[src/rtl/interrupt_controller_pkg.sv]
// ============================================================================
// Module      : interrupt_controller_pkg
// Description : Shared definitions for the interrupt controller and the
//               InterruptAddressGenerator. Contains cause codes, FSM state
//               encodings and the arbiter result type.
// Revision    : 1.0 - initial release
// ============================================================================
`default_nettype none

package interrupt_controller_pkg;

    // Cause codes driven on interSel
    localparam logic [2:0] c_CAUSE_NMI    = 3'd0;
    localparam logic [2:0] c_CAUSE_ECALL  = 3'd1;
    localparam logic [2:0] c_CAUSE_EBREAK = 3'd2;
    localparam logic [2:0] c_CAUSE_TMR    = 3'd3;
    localparam logic [2:0] c_CAUSE_INT    = 3'd4;

    // Controller FSM state encodings
    localparam logic [1:0] c_ST_IDLE    = 2'd0;
    localparam logic [1:0] c_ST_REQ     = 2'd1;
    localparam logic [1:0] c_ST_SERVICE = 2'd2;

    // Eligible-source vector bit positions (highest priority at bit 0)
    typedef enum logic [2:0] {
        SRC_NMI    = 3'd0,
        SRC_ECALL  = 3'd1,
        SRC_EBREAK = 3'd2,
        SRC_TMR    = 3'd3,
        SRC_EXT0   = 3'd4,
        SRC_EXT1   = 3'd5
    } src_e;

    // Arbiter result
    typedef struct packed {
        logic       valid;
        logic [2:0] sel;
        logic       num;
    } arb_res_t;

endpackage

`default_nettype wire

[src/rtl/interrupt_controller_if.sv]
// ============================================================================
// Module      : interrupt_controller_if
// Description : Bundle between the pipeline (master) and the interrupt
//               controller (slave).
//   Requests   : nmi, ecall, ebreak, tmr_irq, ext_irq[1:0]
//   Enables    : mie, tie, eie
//   Handshake  : take_ack, mret
//   Responses  : interruptF, interSel[2:0], intNum, in_service, pending[4:0]
// Revision    : 1.0 - initial release
// ============================================================================
`default_nettype none

interface interrupt_controller_if;

    logic       nmi;
    logic       ecall;
    logic       ebreak;
    logic       tmr_irq;
    logic [1:0] ext_irq;
    logic       mie;
    logic       tie;
    logic       eie;
    logic       take_ack;
    logic       mret;

    logic       interruptF;
    logic [2:0] interSel;
    logic       intNum;
    logic       in_service;
    logic [4:0] pending;

    modport master (
        output nmi, ecall, ebreak, tmr_irq, ext_irq,
        output mie, tie, eie, take_ack, mret,
        input  interruptF, interSel, intNum, in_service, pending
    );

    modport slave (
        input  nmi, ecall, ebreak, tmr_irq, ext_irq,
        input  mie, tie, eie, take_ack, mret,
        output interruptF, interSel, intNum, in_service, pending
    );

endinterface

`default_nettype wire

[src/rtl/interrupt_priority_encoder.sv]
// ============================================================================
// Module      : interrupt_priority_encoder
// Description : Combinational fixed-priority arbiter over the six eligible
//               request lines NMI > ECALL > EBREAK > TMR > EXT0 > EXT1.
//   i_elig  : eligible sources, bit index per src_e
//   o_res   : valid flag, winning cause code, external line index
// Revision    : 1.0 - initial release
// ============================================================================
`default_nettype none

module interrupt_priority_encoder
    import interrupt_controller_pkg::*;
(
    input  wire logic [5:0] i_elig,
    output arb_res_t        o_res
);

    always_comb begin
        o_res = '0;
        if (i_elig[SRC_NMI]) begin
            o_res.valid = 1'b1;
            o_res.sel   = c_CAUSE_NMI;
        end else if (i_elig[SRC_ECALL]) begin
            o_res.valid = 1'b1;
            o_res.sel   = c_CAUSE_ECALL;
        end else if (i_elig[SRC_EBREAK]) begin
            o_res.valid = 1'b1;
            o_res.sel   = c_CAUSE_EBREAK;
        end else if (i_elig[SRC_TMR]) begin
            o_res.valid = 1'b1;
            o_res.sel   = c_CAUSE_TMR;
        end else if (i_elig[SRC_EXT0]) begin
            o_res.valid = 1'b1;
            o_res.sel   = c_CAUSE_INT;
        end else if (i_elig[SRC_EXT1]) begin
            o_res.valid = 1'b1;
            o_res.sel   = c_CAUSE_INT;
            o_res.num   = 1'b1;
        end
    end

endmodule

`default_nettype wire

[src/rtl/interrupt_controller.sv]
// ============================================================================
// Module      : interrupt_controller
// Description : Latches NMI/ECALL/EBREAK/timer events, arbitrates them with
//               the level-sensitive external lines, and runs the
//               IDLE -> REQ -> SERVICE handshake with one level of NMI
//               pre-emption.
//   clk     : system clock, rising edge
//   rst     : synchronous active-high reset
//   irq_if  : slave side of interrupt_controller_if
// Revision    : 1.0 - initial release
// ============================================================================
`default_nettype none

module interrupt_controller
    import interrupt_controller_pkg::*;
(
    input  wire logic             clk,
    input  wire logic             rst,
    interrupt_controller_if.slave irq_if
);

    logic [1:0] r_state;
    logic [1:0] w_state_nxt;
    logic       r_nmi_q;
    logic [3:0] r_pend;          // {tmr, ebreak, ecall, nmi}
    logic       r_nmi_active;
    logic       r_nmi_preempt;   // NMI interrupted another handler
    logic [2:0] r_inter_sel;
    logic       r_int_num;

    logic [3:0] w_set;
    logic [3:0] w_pend_eff;
    logic [3:0] w_clr;
    logic [1:0] w_ext_req;
    logic       w_in_svc;
    logic [5:0] w_elig;
    arb_res_t   w_arb;
    logic       w_take;
    logic       w_nmi_preempt;
    logic       w_load;

    assign w_set = {irq_if.tmr_irq, irq_if.ebreak, irq_if.ecall,
                    irq_if.nmi & ~r_nmi_q};

    // Events arriving this cycle take part in arbitration immediately so the
    // request appears one cycle after the event is sampled.
    assign w_pend_eff = r_pend | w_set;
    assign w_ext_req  = irq_if.ext_irq & {2{irq_if.eie}};
    assign w_in_svc   = (r_state == c_ST_SERVICE);

    assign w_elig[SRC_NMI]    = w_pend_eff[0];
    assign w_elig[SRC_ECALL]  = w_pend_eff[1] & ~w_in_svc;
    assign w_elig[SRC_EBREAK] = w_pend_eff[2] & ~w_in_svc;
    assign w_elig[SRC_TMR]    = w_pend_eff[3] & irq_if.tie & irq_if.mie & ~w_in_svc;
    assign w_elig[SRC_EXT0]   = w_ext_req[0] & irq_if.mie & ~w_in_svc;
    assign w_elig[SRC_EXT1]   = w_ext_req[1] & irq_if.mie & ~w_in_svc;

    interrupt_priority_encoder u_prio (
        .i_elig (w_elig),
        .o_res  (w_arb)
    );

    assign w_take = (r_state == c_ST_REQ) & irq_if.take_ack;

    // A handler return in the same cycle wins over a fresh NMI; the NMI
    // stays pending and is re-arbitrated from IDLE.
    assign w_nmi_preempt = w_in_svc & ~irq_if.mret & w_elig[SRC_NMI] & ~r_nmi_active;
    assign w_load        = ((r_state == c_ST_IDLE) & w_arb.valid) | w_nmi_preempt;

    always_comb begin
        w_clr = 4'b0000;
        if (w_take) begin
            case (r_inter_sel)
                c_CAUSE_NMI:    w_clr[0] = 1'b1;
                c_CAUSE_ECALL:  w_clr[1] = 1'b1;
                c_CAUSE_EBREAK: w_clr[2] = 1'b1;
                c_CAUSE_TMR:    w_clr[3] = 1'b1;
                default:        w_clr    = 4'b0000;  // external lines are not latched
            endcase
        end
    end

    // ---------------- FSM: state register ----------------
    always_ff @(posedge clk) begin
        if (rst) begin
            r_state <= c_ST_IDLE;
        end else begin
            r_state <= w_state_nxt;
        end
    end

    // ---------------- FSM: next state ----------------
    always_comb begin
        w_state_nxt = r_state;
        case (r_state)
            c_ST_IDLE: begin
                if (w_arb.valid) w_state_nxt = c_ST_REQ;
            end
            c_ST_REQ: begin
                if (irq_if.take_ack) w_state_nxt = c_ST_SERVICE;
            end
            c_ST_SERVICE: begin
                if (irq_if.mret) begin
                    w_state_nxt = (r_nmi_active & r_nmi_preempt) ? c_ST_SERVICE : c_ST_IDLE;
                end else if (w_nmi_preempt) begin
                    w_state_nxt = c_ST_REQ;
                end
            end
            default: w_state_nxt = c_ST_IDLE;
        endcase
    end

    // ---------------- FSM: outputs ----------------
    always_comb begin
        irq_if.interruptF = (r_state == c_ST_REQ);
        irq_if.in_service = w_in_svc;
    end

    // ---------------- Datapath registers ----------------
    always_ff @(posedge clk) begin
        if (rst) begin
            r_nmi_q       <= 1'b0;
            r_pend        <= 4'b0000;
            r_nmi_active  <= 1'b0;
            r_nmi_preempt <= 1'b0;
            r_inter_sel   <= c_CAUSE_NMI;
            r_int_num     <= 1'b0;
        end else begin
            r_nmi_q <= irq_if.nmi;
            // set wins over a simultaneous clear
            r_pend  <= (r_pend & ~w_clr) | w_set;

            if (w_load) begin
                r_inter_sel <= w_arb.sel;
                r_int_num   <= w_arb.num;
            end

            if (w_take && (r_inter_sel == c_CAUSE_NMI)) begin
                r_nmi_active <= 1'b1;
            end else if (w_in_svc && irq_if.mret && r_nmi_active) begin
                r_nmi_active <= 1'b0;
            end

            if (w_nmi_preempt) begin
                r_nmi_preempt <= 1'b1;
            end else if (w_in_svc && irq_if.mret && r_nmi_active) begin
                r_nmi_preempt <= 1'b0;
            end
        end
    end

    assign irq_if.interSel = r_inter_sel;
    assign irq_if.intNum   = r_int_num;
    assign irq_if.pending  = {|w_ext_req, r_pend};

endmodule

`default_nettype wire

[src/flat_wrapper.sv]
// flat-port wrapper written by rule: the top's interface ports become plain ports
module interrupt_controller_flat import interrupt_controller_pkg::*;
  (clk, rst, irq_if_nmi, irq_if_ecall, irq_if_ebreak, irq_if_tmr_irq, irq_if_ext_irq, irq_if_mie, irq_if_tie, irq_if_eie, irq_if_take_ack, irq_if_mret, irq_if_interruptF, irq_if_interSel, irq_if_intNum, irq_if_in_service, irq_if_pending);
  interrupt_controller_if irq_if_i ();
  input  wire logic clk;
  input  wire logic rst;
  input wire logic [$bits(irq_if_i.nmi)-1:0] irq_if_nmi;
  input wire logic [$bits(irq_if_i.ecall)-1:0] irq_if_ecall;
  input wire logic [$bits(irq_if_i.ebreak)-1:0] irq_if_ebreak;
  input wire logic [$bits(irq_if_i.tmr_irq)-1:0] irq_if_tmr_irq;
  input wire logic [$bits(irq_if_i.ext_irq)-1:0] irq_if_ext_irq;
  input wire logic [$bits(irq_if_i.mie)-1:0] irq_if_mie;
  input wire logic [$bits(irq_if_i.tie)-1:0] irq_if_tie;
  input wire logic [$bits(irq_if_i.eie)-1:0] irq_if_eie;
  input wire logic [$bits(irq_if_i.take_ack)-1:0] irq_if_take_ack;
  input wire logic [$bits(irq_if_i.mret)-1:0] irq_if_mret;
  output wire logic [$bits(irq_if_i.interruptF)-1:0] irq_if_interruptF;
  output wire logic [$bits(irq_if_i.interSel)-1:0] irq_if_interSel;
  output wire logic [$bits(irq_if_i.intNum)-1:0] irq_if_intNum;
  output wire logic [$bits(irq_if_i.in_service)-1:0] irq_if_in_service;
  output wire logic [$bits(irq_if_i.pending)-1:0] irq_if_pending;
  assign irq_if_i.nmi = irq_if_nmi;
  assign irq_if_i.ecall = irq_if_ecall;
  assign irq_if_i.ebreak = irq_if_ebreak;
  assign irq_if_i.tmr_irq = irq_if_tmr_irq;
  assign irq_if_i.ext_irq = irq_if_ext_irq;
  assign irq_if_i.mie = irq_if_mie;
  assign irq_if_i.tie = irq_if_tie;
  assign irq_if_i.eie = irq_if_eie;
  assign irq_if_i.take_ack = irq_if_take_ack;
  assign irq_if_i.mret = irq_if_mret;
  assign irq_if_interruptF = irq_if_i.interruptF;
  assign irq_if_interSel = irq_if_i.interSel;
  assign irq_if_intNum = irq_if_i.intNum;
  assign irq_if_in_service = irq_if_i.in_service;
  assign irq_if_pending = irq_if_i.pending;
  interrupt_controller u_core (.clk(clk), .rst(rst), .irq_if(irq_if_i));
endmodule
[config.mk]
export PLATFORM = sky130hd
export DESIGN_NAME = interrupt_controller_flat
export DESIGN_NICKNAME = d
export VERILOG_FILES = /design/src/rtl/interrupt_controller_pkg.sv /design/src/rtl/interrupt_controller_if.sv /design/src/rtl/interrupt_priority_encoder.sv /design/src/rtl/interrupt_controller.sv /design/src/flat_wrapper.sv
export SDC_FILE = /design/constraint.sdc
export NUM_CORES = 1
export LEC_CHECK = 0
export BUFFER_PORTS_ARGS = -buffer_cell sky130_fd_sc_hd__buf_2
export CAP_MARGIN = 20
export CORE_MARGIN = 4
export CORE_UTILIZATION = 47
export DETAILED_ROUTE_END_ITERATION = 10
export GPL_ROUTABILITY_DRIVEN = 0
export PLACE_DENSITY_LB_ADDON = 0.12
export RECOVER_POWER = 50
export SETUP_SLACK_MARGIN = 0.5
export SLEW_MARGIN = 20
export SYNTH_ARGS = -nofsm -noshare
export SYNTH_HDL_FRONTEND = slang
export SYNTH_SLANG_ARGS = --single-unit
[constraint.sdc]
create_clock -name clk -period 1.9 [get_ports clk]
set_input_delay 0.19 -clock clk [delete_from_list [all_inputs] [get_ports clk]]
set_output_delay 0.19 -clock clk [all_outputs]
set_load 0.03 [all_outputs]
==> metrics.txt <==
Rows 13; Slew Limit Fails 0; Psw 203 µW; post-synth top area share 38.0%; syn avg cell area 9.02 µm²; status finished, final reports clean; fin util 65.0%; FF-to-FF setup slack 0.30 ns; total global routing overflow 0; Synth Flop Type dfxtp_1; Register Area 270 µm²; post-route antenna net violation count 0; endpoints failing setup 0; min-delay src irq_if_ecall; Yosys warnings 0; WP data arrival 1.76 ns; All-Layer GR Usage 17.9%; Sequential Power Share 48.3%; number of remaining DRC errors 0; critical path class reg2reg; commonest cells after routing, fill and taps aside buf_2, clkbuf_1, nor2_1, nand2b_1, a21oi_1; Switching Share 31.6%; n_diodes 0; share of final-layout standard cells stronger than drive strength 1 32.4%; CTS Buf Count 3; worst slew pin tran 0.597 ns; die height 46.2 µm; Final Hold Fails 0; number of synthesized flops with an enable pin 0; WHS Path Cells 3; syn nets 89; Routed WL 1620 µm; maximum number of pins on one net before global-route repair 15; placed cell count 112; cells after synthesis 76; FF+latch count, synth 13; Clk pwr share 26.7%; normalized max-slew margin 60.2%; WL per Instance 13.5 µm; CP bufs+invs 0; Comb power frac 25.1%; fin cells 120; pre-CTS setup slack 0.396 ns; Layout Skew 0.00183 ns; Hold WS 0.134 ns; cell-internal power 440 µW; DRT iter0 DRCs 7; # H-tree levels 1; max incr delay on CP 0.42 ns; reg2reg end u_core.irq_if.interSel[0]$_SDFFE_PP0P_; setup TNS 0 ns; Die ar. 0.00213 mm²; clock tree buffer depth 2; CTS tree built; largest delay contributor family on the critical path compound AO/OA/AOI/OAI gates; first-pass GRT wire length 2590 µm; power per cell area 741 mW/mm²; Mapped Area 686 µm²; starting density of the core 51.4%; async set-or-reset flop fraction in the synthesized netlist 0%; area delta synth->final 26.5%; via count 636; Crit Path Max Fanout 5; most common cell after layout, fill and taps aside buf_2; CP Cell Sequence nand2b_1, o2111ai_4, nor2b_4, a221o_2, mux2i_1; vias in the first global route 585; CP endpoint kind flip-flop; VDD IR max 420 µV; Ports 24; Seq/Total Area, Yosys 38.0%; footprint of the multi-input gates 404 µm²; R2R cell count 5; Max Cap Violations 0; Startpoint Class flip-flop; Synth cell types 28; largest area contributor in the netlist dfxtp_1; Clk Tree Root Cell clkbuf_4; critical path's slowest cell a221o_2; Hold WC Path Type in2reg; Worst-path clk slew 0.08 ns; Leakage 0.348 nW; FF-to-FF Start u_core.r_state[1]$_SDFFE_PP0P_; Final #Nets 119; die width 46.2 µm; fin crit period 1.60 ns; Area contributors post-synth dfxtp_1, nand2b_1, a21oi_1, mux2i_1, nor2_1; Setup WS post-layout 0.301 ns; Tcrit/Tclk final 84.2%; clock sinks 13; placeable core area 0.00133 mm²; RSZ-0062 raised after global routing true; Clock Latency Late Sink 0.27 ns; initial antenna violation count 0; Detailed Place HPWL 1200 µm; Hold Path End u_core.r_pend[1]$_SDFF_PP0_; vias per cell 5.30; buffers added on ports 23; WP data required 2.06 ns; drt first pass iters 4; # fillers 126; Fmax achieved 625 MHz
## cell type report
type                    instances  share of cell area (%)
well taps                      15                    2.16
clock buffers                   4                    3.03
repair buffers                 27                    15.6
multi-input cells              59                    46.6
inverters                       2                    1.44
flip-flops and latches         13                    31.2
## metrics by stage
step / power (mW) / cell area (µm²)
global route: 0.685 / 867
floorplan: 0.429 / 694
detailed placement: 0.471 / 813
global placement: 0.467 / 813
CTS: 0.652 / 872
finish: 0.643 / 867
## cells by family (layout without fill, tap and decap cells)
family                 Yosys count  in the layout  synth area share (%)
AND/OR/NAND/NOR                 36             36                  31.0
buffers and inverters            4             33                  3.65
multiplexers                     4              4                  5.84
flip-flops                      13             13                  38.0
AO/OA/AOI/OAI                   19             19                  21.5
## worst min-delay path, cell delays in order
cell and delay (ns):
buf_2 0.09, a21oi_1 0.03, nor2_1 0.06
## repair_timing
action / 4_1_cts / 5_1_grt
pin swaps: 2 / 1
setup buffers: 4 / 0
gates resized for setup: 2 / 5
endpoints found under the setup margin: 5 / 6
hold buffers: 0 / 0
cloned: 0 / 0
## synth_stat cells (2+ instances only)
cell	instances
a21oi_1	8
nand2_1	6
nor2_1	10
nor2b_1	2
nand2b_1	8
nand3b_1	3
mux2i_1	4
dfxtp_1	13
o21ai_0	3
## how the worst max path moves through the flow
| stage | slack (ns) | cells past startpoint | endpoint | start |
|---|---|---|---|---|
| after floorplan | 0.50 | 6 | u_core.irq_if.interSel[1]$_SDFFE_PP0P_ | u_core.r_pend[2]$_SDFF_PP0_ |
| after global placement | 0.46 | 5 | u_core.irq_if.intNum$_SDFFE_PP0P_ | u_core.r_state[0]$_SDFFE_PP0P_ |
| after detailed placement | 0.40 | 5 | u_core.irq_if.interSel[0]$_SDFFE_PP0P_ | u_core.r_state[0]$_SDFFE_PP0P_ |
| after CTS | 0.46 | 5 | u_core.irq_if.interSel[0]$_SDFFE_PP0P_ | u_core.r_state[0]$_SDFFE_PP0P_ |
| after global routing | 0.23 | 5 | u_core.irq_if.intNum$_SDFFE_PP0P_ | u_core.r_state[0]$_SDFFE_PP0P_ |
| final | 0.30 | 5 | u_core.irq_if.interSel[0]$_SDFFE_PP0P_ | u_core.r_state[1]$_SDFFE_PP0P_ |
## power by group through the flow
| stage | registers [mW] | logic (mW) | clock network (mW) |
|---|---|---|---|
| CTS | 0.311 | 0.163 | 0.178 |
| detailed placement | 0.318 | 0.153 | 0 |
| global route | 0.312 | 0.176 | 0.197 |
| finish | 0.310 | 0.161 | 0.171 |
| global placement | 0.316 | 0.151 | 0 |
| floorplan | 0.333 | 0.0957 | 0 |
## layer usage
layer | GRT usage (%) | vias to the layer above | routed length, µm
met3 | 3.91 | 2 | 85
li1 | - | 327 | -
met4 | 13.6 | 0 | 24
met1 | 22.7 | 291 | 759
met5 | 0 | - | 0
met2 | 25.8 | 16 | 751
## sequential cells by signal, summed over array words and instances (netlist names)
register	cells
u_core.irq_if.intNum	1
u_core.r_state	2
u_core.r_nmi_preempt	1
u_core.r_nmi_active	1
u_core.irq_if.interSel	3
u_core.r_pend	4
u_core.r_nmi_q	1
Note: power is estimated with default switching activity, not from simulation.
